<file path="config.mk">
export PLATFORM = sky130hd
export DESIGN_NAME = mmu_trans_sched
export DESIGN_NICKNAME = d
export VERILOG_FILES = /design/src/rtl/mmu_pkg.sv /design/src/rtl/dmw_match.sv /design/src/rtl/mmu_trans_sched.sv
export SDC_FILE = /design/constraint.sdc
export NUM_CORES = 1
export LEC_CHECK = 0
export BUFFER_PORTS_ARGS = -buffer_cell sky130_fd_sc_hd__buf_2
export CAP_MARGIN = 20
export CORE_AREA = 2 2 103 124
export CTS_BUF_LIST = sky130_fd_sc_hd__clkbuf_8
export DETAILED_ROUTE_END_ITERATION = 7
export DIE_AREA = 0 0 105 126
export PLACE_DENSITY = 0.64
export SLEW_MARGIN = 0
export SYNTH_ARGS = -nofsm -noshare
export SYNTH_HDL_FRONTEND = slang
export SYNTH_SLANG_ARGS = --single-unit
</file>
<file path="constraint.sdc">
create_clock -name clk -period 2.4 [get_ports clk]
set_clock_uncertainty 0.15 [all_clocks]
set_input_delay 0.36 -clock clk [delete_from_list [all_inputs] [get_ports clk]]
set_output_delay 0.36 -clock clk [all_outputs]
set_load 0.1 [all_outputs]
</file>
<file path="src/rtl/mmu_pkg.sv">
// rtl/mmu_pkg.sv - shared states, exception codes, ports and op encodings for the translation scheduler
package mmu_pkg;

  typedef enum logic [1:0] {
    S_IDLE     = 2'd0,
    S_CHECK    = 2'd1,
    S_TLB_WAIT = 2'd2,
    S_RESP     = 2'd3
  } state_e;

  typedef enum logic [2:0] {
    EXC_NONE = 3'd0,
    EXC_TLBR = 3'd1,
    EXC_PIF  = 3'd2,
    EXC_PIL  = 3'd3,
    EXC_PIS  = 3'd4,
    EXC_PPI  = 3'd5,
    EXC_PME  = 3'd6
  } exc_e;

  typedef enum logic [1:0] {
    OP_FETCH = 2'd0,
    OP_LOAD  = 2'd1,
    OP_STORE = 2'd2
  } op_e;

  localparam int PORT_FETCH = 0;
  localparam int PORT_DATA  = 1;

  function automatic op_e op_of(input logic is_data, input logic is_store);
    if (!is_data) return OP_FETCH;
    return is_store ? OP_STORE : OP_LOAD;
  endfunction

  // Page-invalid exception flavour depends on the kind of access.
  function automatic exc_e page_inv_exc(input op_e op);
    case (op)
      OP_FETCH: return EXC_PIF;
      OP_STORE: return EXC_PIS;
      default:  return EXC_PIL;
    endcase
  endfunction

endpackage

</file>
<file path="src/rtl/dmw_match.sv">
// rtl/dmw_match.sv - combinational hit check and address/MAT mapping for one direct-map window
module dmw_match (
  input  logic [31:0] dmw,
  input  logic [31:0] vaddr,
  input  logic [1:0]  plv,
  output logic        hit,
  output logic [31:0] paddr,
  output logic [1:0]  mat
);

  assign hit   = (dmw[31:29] == vaddr[31:29]) && dmw[plv];
  assign paddr = {dmw[27:25], vaddr[28:0]};
  assign mat   = dmw[5:4];

endmodule

</file>
<file path="src/rtl/mmu_trans_sched.sv">
// rtl/mmu_trans_sched.sv - fetch/data translation scheduler sharing one DMW check and TLB search port
// MMU_TLB_EN enables the TLB search path; without it unmapped addresses pass straight through.
module mmu_trans_sched
  import mmu_pkg::*;
#(
  parameter int STARVE_LIMIT = 4
) (
  input  logic        clk,
  input  logic        resetn,
  input  logic [1:0]  req_valid,
  output logic [1:0]  req_ready,
  input  logic [31:0] req_vaddr0,
  input  logic [31:0] req_vaddr1,
  input  logic        req_store,
  output logic [1:0]  resp_valid,
  input  logic [1:0]  resp_ready,
  output logic [31:0] resp_paddr,
  output logic [1:0]  resp_mat,
  output logic [2:0]  resp_exc,
  input  logic        flush,
  input  logic        csr_da,
  input  logic        csr_pg,
  input  logic [1:0]  csr_plv,
  input  logic [1:0]  csr_datm,
  input  logic [31:0] csr_dmw0,
  input  logic [31:0] csr_dmw1,
  input  logic [9:0]  csr_asid,
  output logic        tlb_s_valid,
  output logic [18:0] tlb_s_vppn,
  output logic        tlb_s_odd,
  output logic [9:0]  tlb_s_asid,
  input  logic        tlb_r_found,
  input  logic        tlb_r_v,
  input  logic        tlb_r_d,
  input  logic [19:0] tlb_r_ppn,
  input  logic [1:0]  tlb_r_mat,
  input  logic [1:0]  tlb_r_plv
);

  localparam int SW = $clog2(STARVE_LIMIT + 1);

  state_e        state, state_n;
  logic          port_q;
  logic          store_q;
  logic [31:0]   vaddr_q;
  logic [SW-1:0] starve_cnt;
  logic [1:0]    grant;

  logic [31:0]   paddr_n;
  logic [1:0]    mat_n;
  exc_e          exc_n;
  logic          resp_load;
  logic          direct;
  logic          need_tlb;

  logic          dmw0_hit, dmw1_hit;
  logic [31:0]   dmw0_paddr, dmw1_paddr;
  logic [1:0]    dmw0_mat, dmw1_mat;

  dmw_match u_dmw0 (
    .dmw   (csr_dmw0),
    .vaddr (vaddr_q),
    .plv   (csr_plv),
    .hit   (dmw0_hit),
    .paddr (dmw0_paddr),
    .mat   (dmw0_mat)
  );

  dmw_match u_dmw1 (
    .dmw   (csr_dmw1),
    .vaddr (vaddr_q),
    .plv   (csr_plv),
    .hit   (dmw1_hit),
    .paddr (dmw1_paddr),
    .mat   (dmw1_mat)
  );

  // Data normally wins; fetch wins once it has watched STARVE_LIMIT data grants go by.
  always_comb begin
    grant = 2'b00;
    if (resetn && (state == S_IDLE) && !flush) begin
      if (req_valid[PORT_DATA] &&
          !(req_valid[PORT_FETCH] && (starve_cnt == SW'(STARVE_LIMIT))))
        grant = 2'b10;
      else if (req_valid[PORT_FETCH])
        grant = 2'b01;
    end
  end

  assign req_ready  = grant;
  assign resp_valid = (state == S_RESP) ? (port_q ? 2'b10 : 2'b01) : 2'b00;
  assign direct     = csr_da && !csr_pg;
  assign need_tlb   = (state == S_CHECK) && !direct && !dmw0_hit && !dmw1_hit;

  always_comb begin
    state_n   = state;
    paddr_n   = resp_paddr;
    mat_n     = resp_mat;
    exc_n     = EXC_NONE;
    resp_load = 1'b0;
    case (state)
      S_IDLE: begin
        if (|grant) state_n = S_CHECK;
      end
      S_CHECK: begin
        resp_load = 1'b1;
        state_n   = S_RESP;
        if (direct) begin
          paddr_n = vaddr_q;
          mat_n   = csr_datm;
        end else if (dmw0_hit) begin
          paddr_n = dmw0_paddr;
          mat_n   = dmw0_mat;
        end else if (dmw1_hit) begin
          paddr_n = dmw1_paddr;
          mat_n   = dmw1_mat;
        end else begin
`ifdef MMU_TLB_EN
          resp_load = 1'b0;
          state_n   = S_TLB_WAIT;
`else
          paddr_n = vaddr_q;
          mat_n   = csr_datm;
`endif
        end
      end
`ifdef MMU_TLB_EN
      S_TLB_WAIT: begin
        paddr_n   = {tlb_r_ppn, vaddr_q[11:0]};
        mat_n     = tlb_r_mat;
        resp_load = 1'b1;
        state_n   = S_RESP;
        if (!tlb_r_found)
          exc_n = EXC_TLBR;
        else if (!tlb_r_v)
          exc_n = page_inv_exc(op_of(port_q, store_q));
        else if (tlb_r_plv > csr_plv)
          exc_n = EXC_PPI;
        else if (store_q && !tlb_r_d)
          exc_n = EXC_PME;
      end
`endif
      S_RESP: begin
        if (resp_ready[port_q]) state_n = S_IDLE;
      end
      default: state_n = S_IDLE;
    endcase
    // Flush abandons whatever is in flight, including a TLB result arriving this cycle.
    if (flush) begin
      state_n   = S_IDLE;
      resp_load = 1'b0;
    end
  end

`ifdef MMU_TLB_EN
  assign tlb_s_valid = need_tlb;
  assign tlb_s_vppn  = vaddr_q[31:13];
  assign tlb_s_odd   = vaddr_q[12];
  assign tlb_s_asid  = csr_asid;
`else
  logic unused_tlb;
  assign unused_tlb  = ^{need_tlb, store_q, csr_asid, tlb_r_found, tlb_r_v, tlb_r_d,
                         tlb_r_ppn, tlb_r_mat, tlb_r_plv};
  assign tlb_s_valid = 1'b0;
  assign tlb_s_vppn  = '0;
  assign tlb_s_odd   = 1'b0;
  assign tlb_s_asid  = '0;
`endif

  always_ff @(posedge clk) begin
    if (!resetn) begin
      state      <= S_IDLE;
      port_q     <= 1'b0;
      store_q    <= 1'b0;
      vaddr_q    <= '0;
      starve_cnt <= '0;
      resp_paddr <= '0;
      resp_mat   <= '0;
      resp_exc   <= EXC_NONE;
    end else begin
      state <= state_n;
      if (|grant) begin
        port_q  <= grant[PORT_DATA];
        store_q <= grant[PORT_DATA] & req_store;
        vaddr_q <= grant[PORT_DATA] ? req_vaddr1 : req_vaddr0;
      end
      if (resp_load) begin
        resp_paddr <= paddr_n;
        resp_mat   <= mat_n;
        resp_exc   <= exc_n;
      end
      if (!req_valid[PORT_FETCH] || grant[PORT_FETCH])
        starve_cnt <= '0;
      else if (grant[PORT_DATA] && (starve_cnt != SW'(STARVE_LIMIT)))
        starve_cnt <= starve_cnt + 1'b1;
    end
  end

endmodule

</file>
==> results by group <==
Finish
  • Final-layout fill cell count: 1246
  • Diode insertion count for antenna repair: 0
  • Post-Layout Cell Count: 710
  • Layout overhead on the synthesized area: 26.0%
  • Storage element area: 0.00144 mm²
  • Area used by multi-input combinational logic: between 0.002 and 0.0025 mm²
  • Post-layout nets: 725
  • Fraction of final layout cells with drive strength greater than 1: 0.392

Synthesis
  • Mux contribution to synthesized area: 0.122
  • Count of mapped cells out of synthesis: 411
  • Mapped Area: ~0.0038 mm²
  • Synth Area in Adders: 0.00663
  • Share of synthesized registers carrying an async set or reset: 0
  • Share of synthesized cell area in and, or, nand and nor gates: 0.187
  • Parity-gate share of the synthesized area counting xor and xnor cells: 0.0186
  • Sequential-to-total area share from yosys stat: 0.382
  • Avg Synthesized Cell Area: approximately 9 µm²
  • Main synth FF type: sky130_fd_sc_hd__dfxtp_1
  • Number of distinct library cells after synthesis: 45
  • Combinational family with the most area after synthesis: simple AND/OR/NAND/NOR gates
  • Area fraction in compound gates after synthesis: 0.159
  • Number of warnings reported in the yosys synthesis log: 0
  • Number of flops mapped to enable cells by yosys: 0
  • Post-synthesis sequential element count: 72

Setup path
  • Largest stage delay, worst path: between 0.3 and 0.4 ns
  • Cell family with the largest share of critical-path delay: simple AND/OR/NAND/NOR gates
  • Cell with the biggest individual delay on the critical path: sky130_fd_sc_hd__dfxtp_1
  • Critical path fanouts, max: 18
  • Type of destination of the critical path: output pin
  • Data required, critical path: around 1.9 ns
  • Sequence of cells on the critical path: inv_1 -> ha_1 -> nand3_1 -> nand2_2 -> buf_12 -> and3_2 -> buf_12
  • Bufs and invs on worst path: 3
  • Data arrival time of the worst path: between 1.5 and 2 ns
  • Type of origin of the critical path: register
  • Worst Setup Path Type: reg -> out
  • Critical Path Most Common Cell: sky130_fd_sc_hd__buf_12

Clock network
  • CTS sink count: 72
  • Number of buffers added by the clock tree synthesis step: 9
  • Clk Latency, worst-skew pair: about 0.34 ns
  • Root Buffer: sky130_fd_sc_hd__clkbuf_8
  • Cts-stage hold buffer count: 0
  • Maximum clock insertion buffer count: 2
  • CTS clock-pin slew for the worst setup and hold paths: about 0.08 ns
  • TritonCTS clock tree: yes
  • H-tree levels: 3

Timing
  • Min cycle time layout: 2.25 ns
  • Worst slew margin relative to its limit: 0.623
  • Share of the clock period used by the worst path after layout: 0.938
  • Final-report hold violation count: 0
  • Setup repair after global routing missed its margin: no
  • F_max: 444 MHz
  • Measured slew at the worst slew-check pin: between 0.5 and 0.6 ns
  • Count of final max-slew check failures: 0
  • Setup violation total in the final timing report: 0

Place
  • Sum of net half-perimeters after detailed placement: 7.07 mm
  • Routability cong.: 0.747
  • Placed Instances: ~690
  • Number of buffers added on ports: around 140

Route
  • Vias per std cell: around 4.7
  • Total via count in the routed design: between 3000 and 4000
  • Average wire per cell in the routed design: around 14 µm
  • Count of TritonRoute iterations in the first routing pass: 6
  • Number of DRC markers in iteration 0: roughly 120
  • Antenna Violating Nets Remaining: 0
  • Remaining DRCs: 0
  • Wire length after detailed routing: roughly 10 mm

Pwr
  • Overall Power: roughly 2.7 mW
  • Worst IR drop on VDD: 0.196 mV
  • Power per cell area: 575 mW/mm²
  • Leakage dissipation: 2.14 nW

Die
  • Site Rows: 44
  • Die outline area: about 0.013 mm²
  • X dimension of the die: around 110 µm
  • I/O pins: 251
  • Core region area: 0.0120 mm²
  • Initial Utilization: 0.314
  • Height of the die: around 130 µm

Global routing
  • Number of global-route vias before repair: between 3000 and 4000
  • Pin count of the biggest net entering global routing: 36
  • Initial antenna violation count: 0
  • Leftover overflow at the end of global routing: 0
  • Overall track demand over capacity in global routing: 0.145
  • First-pass GRT wire length: roughly 15 mm

Status
  • Outcome: complete, no violations

Job
  • Number of max-cap violations: 0

Min path
  • Hold crit path type: in -> reg
==> cell families after synthesis <==
kind of cell    after synthesis
compound gates               77
xor+xnor                      8
fa+ha+maj                     2
buf+inv                      80
flops                        72
mux                          41
other cells                   1
simple gates                130
==> sequential cells by signal, summed over array words and instances, names as in the netlist <==
register and count:
port_q 1, resp_mat 2, resp_paddr 32, starve_cnt 3
state 2, vaddr_q 32
==> cells in the final DEF, fill, tap and decap left out, types with 2 or more instances in the layout <==
| cell | instances |
|---|---|
| sky130_fd_sc_hd__dfxtp_1 | 72 |
| sky130_fd_sc_hd__a21oi_1 | 30 |
| sky130_fd_sc_hd__o21ai_0 | 2 |
| sky130_fd_sc_hd__mux2_2 | 18 |
| sky130_fd_sc_hd__o221ai_2 | 2 |
| sky130_fd_sc_hd__and2_0 | 2 |
| sky130_fd_sc_hd__a221oi_1 | 14 |
| sky130_fd_sc_hd__o221a_2 | 18 |
| sky130_fd_sc_hd__xnor2_1 | 7 |
| sky130_fd_sc_hd__inv_1 | 20 |
| sky130_fd_sc_hd__ha_1 | 2 |
| sky130_fd_sc_hd__buf_12 | 4 |
| sky130_fd_sc_hd__o211ai_1 | 2 |
| sky130_fd_sc_hd__buf_4 | 10 |
| sky130_fd_sc_hd__nor4b_4 | 2 |
| sky130_fd_sc_hd__nand2_1 | 62 |
| sky130_fd_sc_hd__or2b_1 | 7 |
| sky130_fd_sc_hd__nand3_1 | 8 |
| sky130_fd_sc_hd__nor2_1 | 6 |
| sky130_fd_sc_hd__clkbuf_8 | 11 |
| sky130_fd_sc_hd__conb_1 | 34 |
| sky130_fd_sc_hd__mux2i_1 | 21 |
| sky130_fd_sc_hd__and3_1 | 5 |
| sky130_fd_sc_hd__a21boi_0 | 3 |
| sky130_fd_sc_hd__buf_2 | 136 |
| sky130_fd_sc_hd__nand2b_1 | 25 |
| sky130_fd_sc_hd__nand2b_4 | 2 |
| sky130_fd_sc_hd__a21o_1 | 2 |
| sky130_fd_sc_hd__o21ai_1 | 2 |
==> worst paths after layout <==
kind	from	endpoint	slack, ns	cells after the start
worst max-delay path	starve_cnt[0]$_SDFFE_PP0P_	req_ready[0]	0.15	7
worst max register to register	starve_cnt[0]$_SDFFE_PP0P_	vaddr_q[23]$_SDFFE_PN0P_	0.52	7
worst min register to register	resp_paddr[8]$_SDFFE_PN0P_	resp_paddr[8]$_SDFFE_PN0P_	0.30	2
worst min-delay path	csr_dmw0[26]	resp_paddr[30]$_SDFFE_PN0P_	0.11	3
==> timing repair <==
| action | 4_1_cts | 5_1_grt |
|---|---|---|
| buffers inserted | 0 | 0 |
| setup endpoints to repair | 0 | 1 |
| gates resized for setup | 0 | 1 |
==> area by class of cell <==
class | instances | share of cell area
multi-input combinational | 292 | 0.422
sequential | 72 | 0.303
timing repair buffer | 151 | 0.181
tap | 161 | 0.0424
clock buffer | 11 | 0.0318
inverter | 18 | 0.0142
clock inverter | 5 | 0.00526
==> metal layers <==
| layer | wire (µm) | GRT usage | up-vias |
|---|---|---|---|
| met3 | 445 | 0.0295 | 6 |
| li1 | - | - | 1624 |
| met5 | 0 | 0 | - |
| met1 | 4240 | 0.172 | 1576 |
| met4 | 100 | 0.0627 | 0 |
| met2 | 5000 | 0.252 | 117 |
==> where the power goes <==
| part | internal [mW] | switching [mW] |
|---|---|---|
| Sequential | 1.24 | 0.0274 |
| Clock | 0.421 | 0.430 |
| Combinational | 0.195 | 0.425 |
| Total | 1.85 | 0.883 |
==> cell usage after synthesis (all sizes together), types with 3 or more instances <==
library cell | number | share of area
o21ai | 4 | 0.0053
nand3 | 8 | 0.011
a221oi | 14 | 0.033
clkbuf | 10 | 0.010
xnor2 | 7 | 0.016
o211ai | 3 | 0.0073
nor2 | 8 | 0.010
o221a | 18 | 0.054
a21oi | 30 | 0.040
nand2b | 27 | 0.049
and3 | 6 | 0.010
a21boi | 3 | 0.0060
mux2i | 21 | 0.056
nand2 | 63 | 0.063
dfxtp | 72 | 0.38
inv | 17 | 0.017
buf | 52 | 0.096
mux2 | 18 | 0.054
or2b | 7 | 0.014
==> through the flow <==
stage	hold slack, ns	setup slack [ns]	TNS, ns	utilization	area [µm²]
2_1_floorplan	0.282	-0.0628	-0.0628	-	3900
3_3_place_gp	0.286	0.256	0	0.378	4540
3_5_place_dp	0.295	0.125	0	0.378	4540
4_1_cts	0.0796	0.0202	0	0.393	4710
5_1_grt	0.0939	0.0221	0	0.396	4750
6_report	0.106	0.149	0	0.396	4750
==> worst reg2reg max path, cell delays in order, from the launching register on <==
cell	delay (ns)
sky130_fd_sc_hd__dfxtp_1	0.32
sky130_fd_sc_hd__inv_1	0.08
sky130_fd_sc_hd__ha_1	0.18
sky130_fd_sc_hd__nand3_1	0.10
sky130_fd_sc_hd__nand2_2	0.14
sky130_fd_sc_hd__clkbuf_16	0.22
sky130_fd_sc_hd__mux2_2	0.35
sky130_fd_sc_hd__o221a_2	0.24
Power figures use the tool's default switching activity.
